### src/rtl/des_key_sched.sv
// DES key schedule: expands a post-PC-1 56-bit key into K1..K16, one subkey per
// accepted valid/ready beat. Optional reverse (decrypt) order under KEY_SCHED_DECRYPT_EN.
module des_key_sched #(
  parameter int NROUNDS = 16
) (
  input  logic        clk,
  input  logic        rst,
  input  logic [55:0] key,
  input  logic        start,
`ifdef KEY_SCHED_DECRYPT_EN
  input  logic        decrypt,
`endif
  output logic        busy,
  output logic [47:0] subkey,
  output logic [3:0]  subkey_idx,
  output logic        subkey_valid,
  input  logic        subkey_ready,
  output logic        subkey_last
);

  typedef enum logic {IDLE = 1'b0, RUN = 1'b1} state_t;

  localparam logic [3:0] LAST_IDX = 4'(NROUNDS - 1);

  // Per-round left-rotate amounts; entry n is the shift applied to produce round n+1.
  localparam logic [1:0] SHIFT [16] = '{2'd1, 2'd1, 2'd2, 2'd2, 2'd2, 2'd2, 2'd2, 2'd2,
                                        2'd1, 2'd2, 2'd2, 2'd2, 2'd2, 2'd2, 2'd2, 2'd1};

  // PC-2 in DES numbering: bit 1 is the MSB of {C,D}.
  localparam int PC2_TAB [48] = '{14, 17, 11, 24,  1,  5,  3, 28, 15,  6, 21, 10,
                                  23, 19, 12,  4, 26,  8, 16,  7, 27, 20, 13,  2,
                                  41, 52, 31, 37, 47, 55, 30, 40, 51, 45, 33, 48,
                                  44, 49, 39, 56, 34, 53, 46, 42, 50, 36, 29, 32};

  function automatic logic [27:0] rotl28(input logic [27:0] x, input logic [1:0] n);
    return (n == 2'd2) ? {x[25:0], x[27:26]} : {x[26:0], x[27]};
  endfunction

  function automatic logic [27:0] rotr28(input logic [27:0] x, input logic [1:0] n);
    return (n == 2'd2) ? {x[1:0], x[27:2]} : {x[0], x[27:1]};
  endfunction

  function automatic logic [47:0] pc2(input logic [55:0] cd);
    logic [47:0] out;
    out = 48'd0;
    for (int i = 0; i < 48; i++) begin
      out[47-i] = cd[56-PC2_TAB[i]];
    end
    return out;
  endfunction

  state_t      state_q, state_d;
  logic [27:0] c_half_q, c_half_d;
  logic [27:0] d_half_q, d_half_d;
  logic [3:0]  idx_q, idx_d;
  logic        dec_q, dec_d;
  logic        start_dec_s;

`ifdef KEY_SCHED_DECRYPT_EN
  assign start_dec_s = decrypt;
`else
  assign start_dec_s = 1'b0;
`endif

  always_comb begin
    state_d  = state_q;
    c_half_d = c_half_q;
    d_half_d = d_half_q;
    idx_d    = idx_q;
    dec_d    = dec_q;
    case (state_q)
      IDLE: begin
        if (start) begin
          state_d = RUN;
          dec_d   = start_dec_s;
          if (start_dec_s) begin
            // Total rotation over a run is 28, so the unrotated halves are C16/D16.
            c_half_d = key[55:28];
            d_half_d = key[27:0];
            idx_d    = LAST_IDX;
          end else begin
            c_half_d = rotl28(key[55:28], SHIFT[0]);
            d_half_d = rotl28(key[27:0], SHIFT[0]);
            idx_d    = 4'd0;
          end
        end
      end
      RUN: begin
        if (subkey_ready) begin
          if (dec_q) begin
            if (idx_q == 4'd0) begin
              state_d = IDLE;
            end else begin
              c_half_d = rotr28(c_half_q, SHIFT[idx_q]);
              d_half_d = rotr28(d_half_q, SHIFT[idx_q]);
              idx_d    = idx_q - 4'd1;
            end
          end else begin
            if (idx_q == LAST_IDX) begin
              state_d = IDLE;
            end else begin
              c_half_d = rotl28(c_half_q, SHIFT[idx_q + 4'd1]);
              d_half_d = rotl28(d_half_q, SHIFT[idx_q + 4'd1]);
              idx_d    = idx_q + 4'd1;
            end
          end
        end
      end
      default: state_d = IDLE;
    endcase
  end

  always_ff @(posedge clk) begin
    if (!rst) begin
      state_q  <= IDLE;
      c_half_q <= 28'd0;
      d_half_q <= 28'd0;
      idx_q    <= 4'd0;
      dec_q    <= 1'b0;
    end else begin
      state_q  <= state_d;
      c_half_q <= c_half_d;
      d_half_q <= d_half_d;
      idx_q    <= idx_d;
      dec_q    <= dec_d;
    end
  end

  assign busy         = (state_q == RUN);
  assign subkey_valid = (state_q == RUN);
  assign subkey_idx   = idx_q;
  assign subkey       = subkey_valid ? pc2({c_half_q, d_half_q}) : 48'd0;
  assign subkey_last  = subkey_valid && (dec_q ? (idx_q == 4'd0) : (idx_q == LAST_IDX));

endmodule

### config.mk
export PLATFORM = sky130hd
export DESIGN_NAME = des_key_sched
export DESIGN_NICKNAME = d
export VERILOG_FILES = /design/src/rtl/des_key_sched.sv
export SDC_FILE = /design/constraint.sdc
export NUM_CORES = 1
export LEC_CHECK = 0
export CAP_MARGIN = 20
export CORE_MARGIN = 2
export CORE_UTILIZATION = 49
export CTS_CLUSTER_DIAMETER = 100
export CTS_CLUSTER_SIZE = 16
export DETAILED_ROUTE_END_ITERATION = 16
export PLACE_DENSITY_LB_ADDON = 0.25
export SLEW_MARGIN = 20
export SYNTH_ARGS = -nofsm -noshare
export SYNTH_HDL_FRONTEND = slang
export SYNTH_SLANG_ARGS = --single-unit
### constraint.sdc
create_clock -name clk -period 5.6 [get_ports clk]
set_input_delay 0.56 -clock clk [delete_from_list [all_inputs] [get_ports clk]]
set_output_delay 0.56 -clock clk [all_outputs]
set_load 0.02 [all_outputs]
==> results of run 1 <==
## power groups by stage
stage          clock [mW]  sequential [mW]  combinational, mW
6_report            0.421            0.521              0.249
3_5_place_dp            0            0.529              0.241
3_3_place_gp            0            0.527              0.237
4_1_cts             0.423            0.519              0.243
2_1_floorplan           0            0.511              0.148
5_1_grt             0.443            0.526              0.270
## sequential cells by signal, summed over array words and instances (netlist names)
signal      count
d_half_q       28
c_half_q       28
busy            1
subkey_idx      4
## area by class of cell
| class | instances | area, µm² |
|---|---|---|
| Multi-Input combinational cell | 285 | 1820 |
| Fill cell | 472 | 1760 |
| Sequential cell | 61 | 1220 |
| Timing Repair Buffer | 122 | 1210 |
| Clock buffer | 11 | 131 |
| Tap cell | 77 | 96.3 |
| Clock inverter | 5 | 75.1 |
| Inverter | 17 | 63.8 |
## logic make-up (layout without fill, tap and decap cells)
kind of cell,count (synthesis),count (layout),share of synthesized area
AND/OR/NAND/NOR,144,144,0.216
adder cells (fa/ha/maj),1,1,0.00384
flip-flops,61,61,0.375
buffers and inverters,58,155,0.0788
multiplexers,1,1,0.00307
AO/OA/AOI/OAI,139,139,0.323
## worst max path at each step
stage,from,endpoint,slack [ns],cells after the start
after floorplan,subkey_idx[0],d_half_q[12],3.31,9
after global placement,start,c_half_q[12],2.16,5
after detailed placement,start,c_half_q[12],2.09,5
after CTS,busy,c_half_q[4],2.19,6
after global routing,busy,c_half_q[26],2.04,7
final,busy,c_half_q[10],2.34,7
## metrics by stage
stage,total power [mW],hold WS [ns],setup slack [ns],util,instances
floorplan,0.659,0.483,3.31,-,404
global placement,0.764,0.511,2.16,0.687,560
detailed placement,0.770,0.518,2.09,0.687,560
CTS,1.19,0.527,2.19,0.719,576
global route,1.24,0.553,2.04,0.724,578
finish,1.19,0.534,2.34,0.724,578
## cell usage after synthesis
master,n,share of area
o21ai_0,3,0.0046
inv_1,17,0.020
a22o_1,16,0.043
nand2b_1,4,0.0077
clkbuf_2,1,0.0015
nand3_1,1,0.0015
a21oi_1,4,0.0061
or3_1,1,0.0019
and2_1,50,0.096
or2_1,1,0.0019
dfxtp_1,61,0.37
buf_2,3,0.0046
nor2_1,77,0.089
o211ai_1,16,0.037
nor3b_1,1,0.0023
buf_6,4,0.014
o221ai_1,40,0.11
or4_1,1,0.0023
clkbuf_1,32,0.037
nor4_2,1,0.0038
mux2i_1,1,0.0031
o22ai_2,2,0.0077
o21ai_1,1,0.0015
nand2_1,5,0.0058
o31ai_1,17,0.039
ha_1,1,0.0038
and3_1,2,0.0038
buf_4,1,0.0023
a31oi_1,2,0.0038
o22ai_1,38,0.073
## layer usage
metal | part of all wire | up-vias | wire [µm] | GRT usage
li1 | - | 1684 | - | -
met1 | 0.44 | 1627 | 4410 | 0.380
met2 | 0.46 | 188 | 4620 | 0.407
met3 | 0.089 | 16 | 893 | 0.0751
met4 | 0.016 | 0 | 165 | 0.0924
met5 | 0 | - | 0 | 0
## worst max-delay path, stage by stage, from the launching register on
cell	delay, ns
dfxtp_2	0.66
buf_4	0.48
nand2_1	0.26
or2_1	0.33
or4_1	0.83
buf_4	0.36
o22ai_1	0.18
nor2_1	0.05
## cells in the final DEF (no fill, tap or decap), types with 4 or more instances in the layout
cell type        count
nand2_1              5
o22ai_1             38
o31ai_1             16
clkbuf_8            10
nor2_1              76
inv_1               17
o221ai_1            40
clkdlybuf4s50_1    114
buf_4                6
a22o_1              16
dfxtp_1             60
a21oi_1              4
o211ai_1            16
and2_1              50
==> results by group, run 1 <==
Status
  – Run status: completed

CTS
  – Clk slew on worst S/H paths: 0.07 ns
  – Post-CTS setup buffer count: 0
  – # clock sinks: 61
  – Clock buffer count from CTS: 9
  – CTS Buffer Depth: 2
  – CTS tree: built
  – CTS hold repair buffers: 0
  – Clock tree root buffer cell: clkbuf_8
  – Clock Latency Late Sink: 0.35 ns
  – Post_cts resized: 0
  – CTS HTree Levels: 3

Final layout
  – # diodes: 0
  – Design area: 4620 µm²
  – Area growth, synth to finish: 41.9%
  – Final nets: 557
  – Share of cells above drive strength 1: 0.0599

Timing
  – Setup TNS Final: 0 ns
  – Final setup vio count: 0
  – Worst rel slew slack: 0.369
  – Max Slew Vio Count: 0
  – Fmax: 307 MHz
  – Worst slew pin tran: 0.946 ns
  – RSZ-0062 raised after global routing: false
  – Period utilisation layout: 0.582
  – Hold violation count in the final report: 0
  – Fin Clk Skew: 0.0100 ns
  – Final min period: 3.26 ns

Placement
  – PortBufs: 114
  – Detail Placement HPWL: 6440 µm
  – Gpl congestion: 0.821
  – Placement Cell Area: 4380 µm²

Global route
  – Largest net degree at the start of global routing: 55
  – First-pass GRT wire length: 16000 µm
  – Vias in the first global route: 3277
  – Initial antenna violation count: 0
  – Total congestion overflow: 0
  – GR Util All Layers: 0.272

Detailed routing
  – Drc violations: 0
  – 1st-pass router iterations: 5
  – Initial DRC Count: 269
  – Post-Route WL: 10100 µm
  – Vias/cell: 6.08
  – Routed via count: 3515
  – Final ANT Viol Nets: 0
  – Wirelength per Cell: 17.4 µm

Power
  – Sw power: 0.340 mW
  – Share of power burned in combinational logic: 0.209
  – Sw Share: 0.286
  – Peak supply drop: 0.183 mV
  – P_int: 0.851 mW
  – Leak Pwr: 1.71 nW
  – Clk pwr share: 0.353
  – Sequential share of power: 0.438
  – Pwr dens: 258 nW/µm²

Logic synthesis
  – Syn Inst Count: 404
  – Avg Inst Size Synth: 8.06 µm²
  – Yosys warning count: 0
  – Register area share after synthesis: 0.375
  – Post-synth cell types: 30
  – Syn nets: 465
  – Synthesized cell area: 3260 µm²
  – Flops & latches, synth: 61

Setup path
  – WP data arrival: 3.49 ns
  – R2r worst-path depth: 7
  – WP data required: 5.83 ns
  – RR Endpoint: c_half_q[10]
  – Launching point of the worst reg2reg path: busy
  – Startpoint types: flop
  – Reg2Reg Setup Slack: 2.34 ns
  – Crit Path Category: reg -> reg
  – Endpoint class of the critical path: flop
  – Peak fanout along the critical path: 54

Worst hold path
  – Hold WC Path Type: reg -> reg
  – Worst hold endpoint: c_half_q[6]
  – Hold Path Depth: 2
  – Hold path startpoint: c_half_q[4]

Floorplanning
  – Width of the die: 85.5 µm
  – Starting Density: 0.510
  – Die Ht: 85.5 µm
  – Core ar.: 6390 µm²
  – Site row count: 29
  – I/O pin count: 115
  – Die area: 7310 µm²

Flow run
  – Max-Cap Viols: 0
Power figures use the tool's default switching activity.
==> inputs of run 2 (changes only) <==
Settings changed: CORE_UTILIZATION 49 to 45.
Clock period 5.6 ns to 3.15 ns, I/O delays scaled along.
==> run 2 against run 1 <==
Cell area increased by 1.1%. Flip-flop and latch count unchanged. Critical path depth stayed put. Maximum frequency grew 29%. Clock skew decreased by 0.0023 ns. Routed wire length decreased by 1.4%. Total power is 81% higher. First-iteration DRC count fell by 7.1%. Critical endpoint is now d_half_q[26].
==> results by group, run 2 (synthesis gave the netlist of run 1 again) <==
Final layout
  – Area growth, synth to finish: 43.5% (was 41.9%)
  – Share of cells above drive strength 1: 0.0655 (was 0.0599)
  – Commonest non-fill, non-tap cell in the layout: clkdlybuf4s50_1 (unchanged)
  – Final nets: 560 (was 557)
  – Design area: 4670 µm² (was 4620 µm²)
  – Fin util: 0.655 (was 0.724)
  – Layout fillers: 634 (was 472)
  – Final non-filler cell total: 603 (was 578)
  – # diodes: 0 (unchanged)
  – Most frequent cells in the layout: clkdlybuf4s50_1, nor2_1, dfxtp_1 (unchanged)

Placement
  – PortBufs: 114 (unchanged)
  – Cells after DPL: 587 (was 560)
  – Detail Placement HPWL: 6490 µm (was 6440 µm)
  – Gpl congestion: 0.817 (was 0.821)
  – Placement Cell Area: 4450 µm² (was 4380 µm²)

Status
  – Run status: completed (unchanged)

Detailed routing
  – Wirelength per Cell: 16.5 µm (was 17.4 µm)
  – Routed via count: 3441 (was 3515)
  – Initial DRC Count: 250 (was 269)
  – Drc violations: 0 (unchanged)
  – Final ANT Viol Nets: 0 (unchanged)
  – 1st-pass router iterations: 6 (was 5)
  – Vias/cell: 5.71 (was 6.08)
  – Post-Route WL: 9940 µm (was 10100 µm)

Power
  – Clk pwr share: 0.367 (was 0.353)
  – Peak supply drop: 0.379 mV (was 0.183 mV)
  – Share of power burned in combinational logic: 0.208 (was 0.209)
  – P_int: 1.56 mW (was 0.851 mW)
  – Leak Pwr: 1.72 nW (was 1.71 nW)
  – Sw power: 0.599 mW (was 0.340 mW)
  – Sequential share of power: 0.425 (was 0.438)
  – Pwr dens: 461 nW/µm² (was 258 nW/µm²)
  – Sw Share: 0.278 (was 0.286)

Worst hold path
  – Worst hold endpoint: c_half_q[6] (unchanged)
  – Hold Path Depth: 2 (unchanged)
  – Hold path startpoint: c_half_q[4] (unchanged)
  – Hold WC Path Type: reg -> reg (unchanged)

Setup path
  – Peak fanout along the critical path: 25 (was 54)
  – R2r worst-path depth: 7 (unchanged)
  – WP data arrival: 2.80 ns (was 3.49 ns)
  – Reg2Reg Setup Slack: 0.63 ns (was 2.34 ns)
  – Launching point of the worst reg2reg path: subkey_idx[0] (was busy)
  – Crit Path Category: reg -> reg (unchanged)
  – RR Endpoint: d_half_q[26] (was c_half_q[10])
  – Endpoint class of the critical path: flop (unchanged)
  – Startpoint types: flop (unchanged)
  – WP data required: 3.43 ns (was 5.83 ns)

Floorplanning
  – Starting Density: 0.456 (was 0.510)
  – Site row count: 31 (was 29)
  – Width of the die: 89.1 µm (was 85.5 µm)
  – Die area: 7930 µm² (was 7310 µm²)
  – Core ar.: 7140 µm² (was 6390 µm²)
  – I/O pin count: 115 (unchanged)
  – Die Ht: 89.1 µm (was 85.5 µm)

CTS
  – CTS hold repair buffers: 0 (unchanged)
  – Post-CTS setup buffer count: 0 (unchanged)
  – Post_cts resized: 0 (unchanged)
  – CTS tree: built (unchanged)
  – Clk slew on worst S/H paths: 0.07 ns (about the same)
  – CTS Buffer Depth: 2 (unchanged)
  – Clock buffer count from CTS: 9 (unchanged)
  – Clock tree root buffer cell: clkbuf_8 (unchanged)
  – Clock Latency Late Sink: 0.34 ns (was 0.35 ns)
  – # clock sinks: 61 (unchanged)
  – CTS HTree Levels: 3 (unchanged)

Timing
  – Period utilisation layout: 0.801 (was 0.582)
  – Max Slew Vio Count: 0 (unchanged)
  – Final setup vio count: 0 (unchanged)
  – Worst rel slew slack: 0.469 (was 0.369)
  – Fin Clk Skew: 0.00770 ns (was 0.0100 ns)
  – Setup TNS Final: 0 ns (unchanged)
  – RSZ-0062 raised after global routing: false (unchanged)
  – Hold violation count in the final report: 0 (unchanged)
  – Worst slew pin tran: 0.796 ns (was 0.946 ns)
  – Final min period: 2.52 ns (was 3.26 ns)
  – Fmax: 397 MHz (was 307 MHz)

Global route
  – First-pass GRT wire length: 15900 µm (was 16000 µm)
  – GR Util All Layers: 0.256 (was 0.272)
  – Largest net degree at the start of global routing: 73 (was 55)
  – Initial antenna violation count: 0 (unchanged)
  – Vias in the first global route: 3231 (was 3277)
  – Total congestion overflow: 0 (unchanged)

Flow run
  – Max-Cap Viols: 0 (unchanged)
[run 2: routing by layer]
layer,share of wire,track usage
met1,0.42,0.330
met2,0.47,0.421
met3,0.082,0.0683
met4,0.019,0.0801
met5,0,0
[run 2: power by group through the flow]
| stage | Clock, mW | Sequential, mW | Combinational [mW] |
|---|---|---|---|
| 6_report | 0.791 | 0.916 | 0.449 |
| 5_1_grt | 0.837 | 0.926 | 0.488 |
| 4_1_cts | 0.792 | 0.914 | 0.449 |
| 3_5_place_dp | 0 | 0.931 | 0.445 |
| 3_3_place_gp | 0 | 0.930 | 0.439 |
| 2_1_floorplan | 0 | 0.909 | 0.263 |
[run 2: metrics by stage]
step	hold slack, ns	setup slack (ns)	power [mW]
2_1_floorplan	0.423	0.861	1.17
3_3_place_gp	0.513	0.759	1.37
3_5_place_dp	0.523	0.717	1.38
4_1_cts	0.532	0.666	2.16
5_1_grt	0.551	0.478	2.25
6_report	0.527	0.628	2.16
[run 2: worst max-delay path by stage]
stage	start	to	slack [ns]	cells past startpoint
final	subkey_idx[0]	d_half_q[26]	0.63	7
after global routing	subkey_idx[0]	d_half_q[2]	0.48	7
after CTS	subkey_idx[0]	d_half_q[26]	0.67	7
after detailed placement	subkey_ready	d_half_q[5]	0.72	7
after global placement	subkey_ready	c_half_q[0]	0.76	7
after floorplan	subkey_idx[0]	d_half_q[12]	0.86	9
[run 2: critical path: stages, from the launching register on]
cell	delay, ns
dfxtp_1	0.36
ha_1	0.38
nand2b_1	0.16
a21oi_1	0.14
o31ai_4	0.74
buf_4	0.41
o22ai_1	0.15
nor2_1	0.13
[run 2: cell type report]
type	instances	area, µm²	area share
multi-input combinational	285	1820	0.388
clock buffer	12	155	0.0332
clock inverter	4	70.1	0.0150
sequential	61	1220	0.262
inverter	17	63.8	0.0137
timing repair buffer	125	1220	0.262
tap	99	124	0.0265
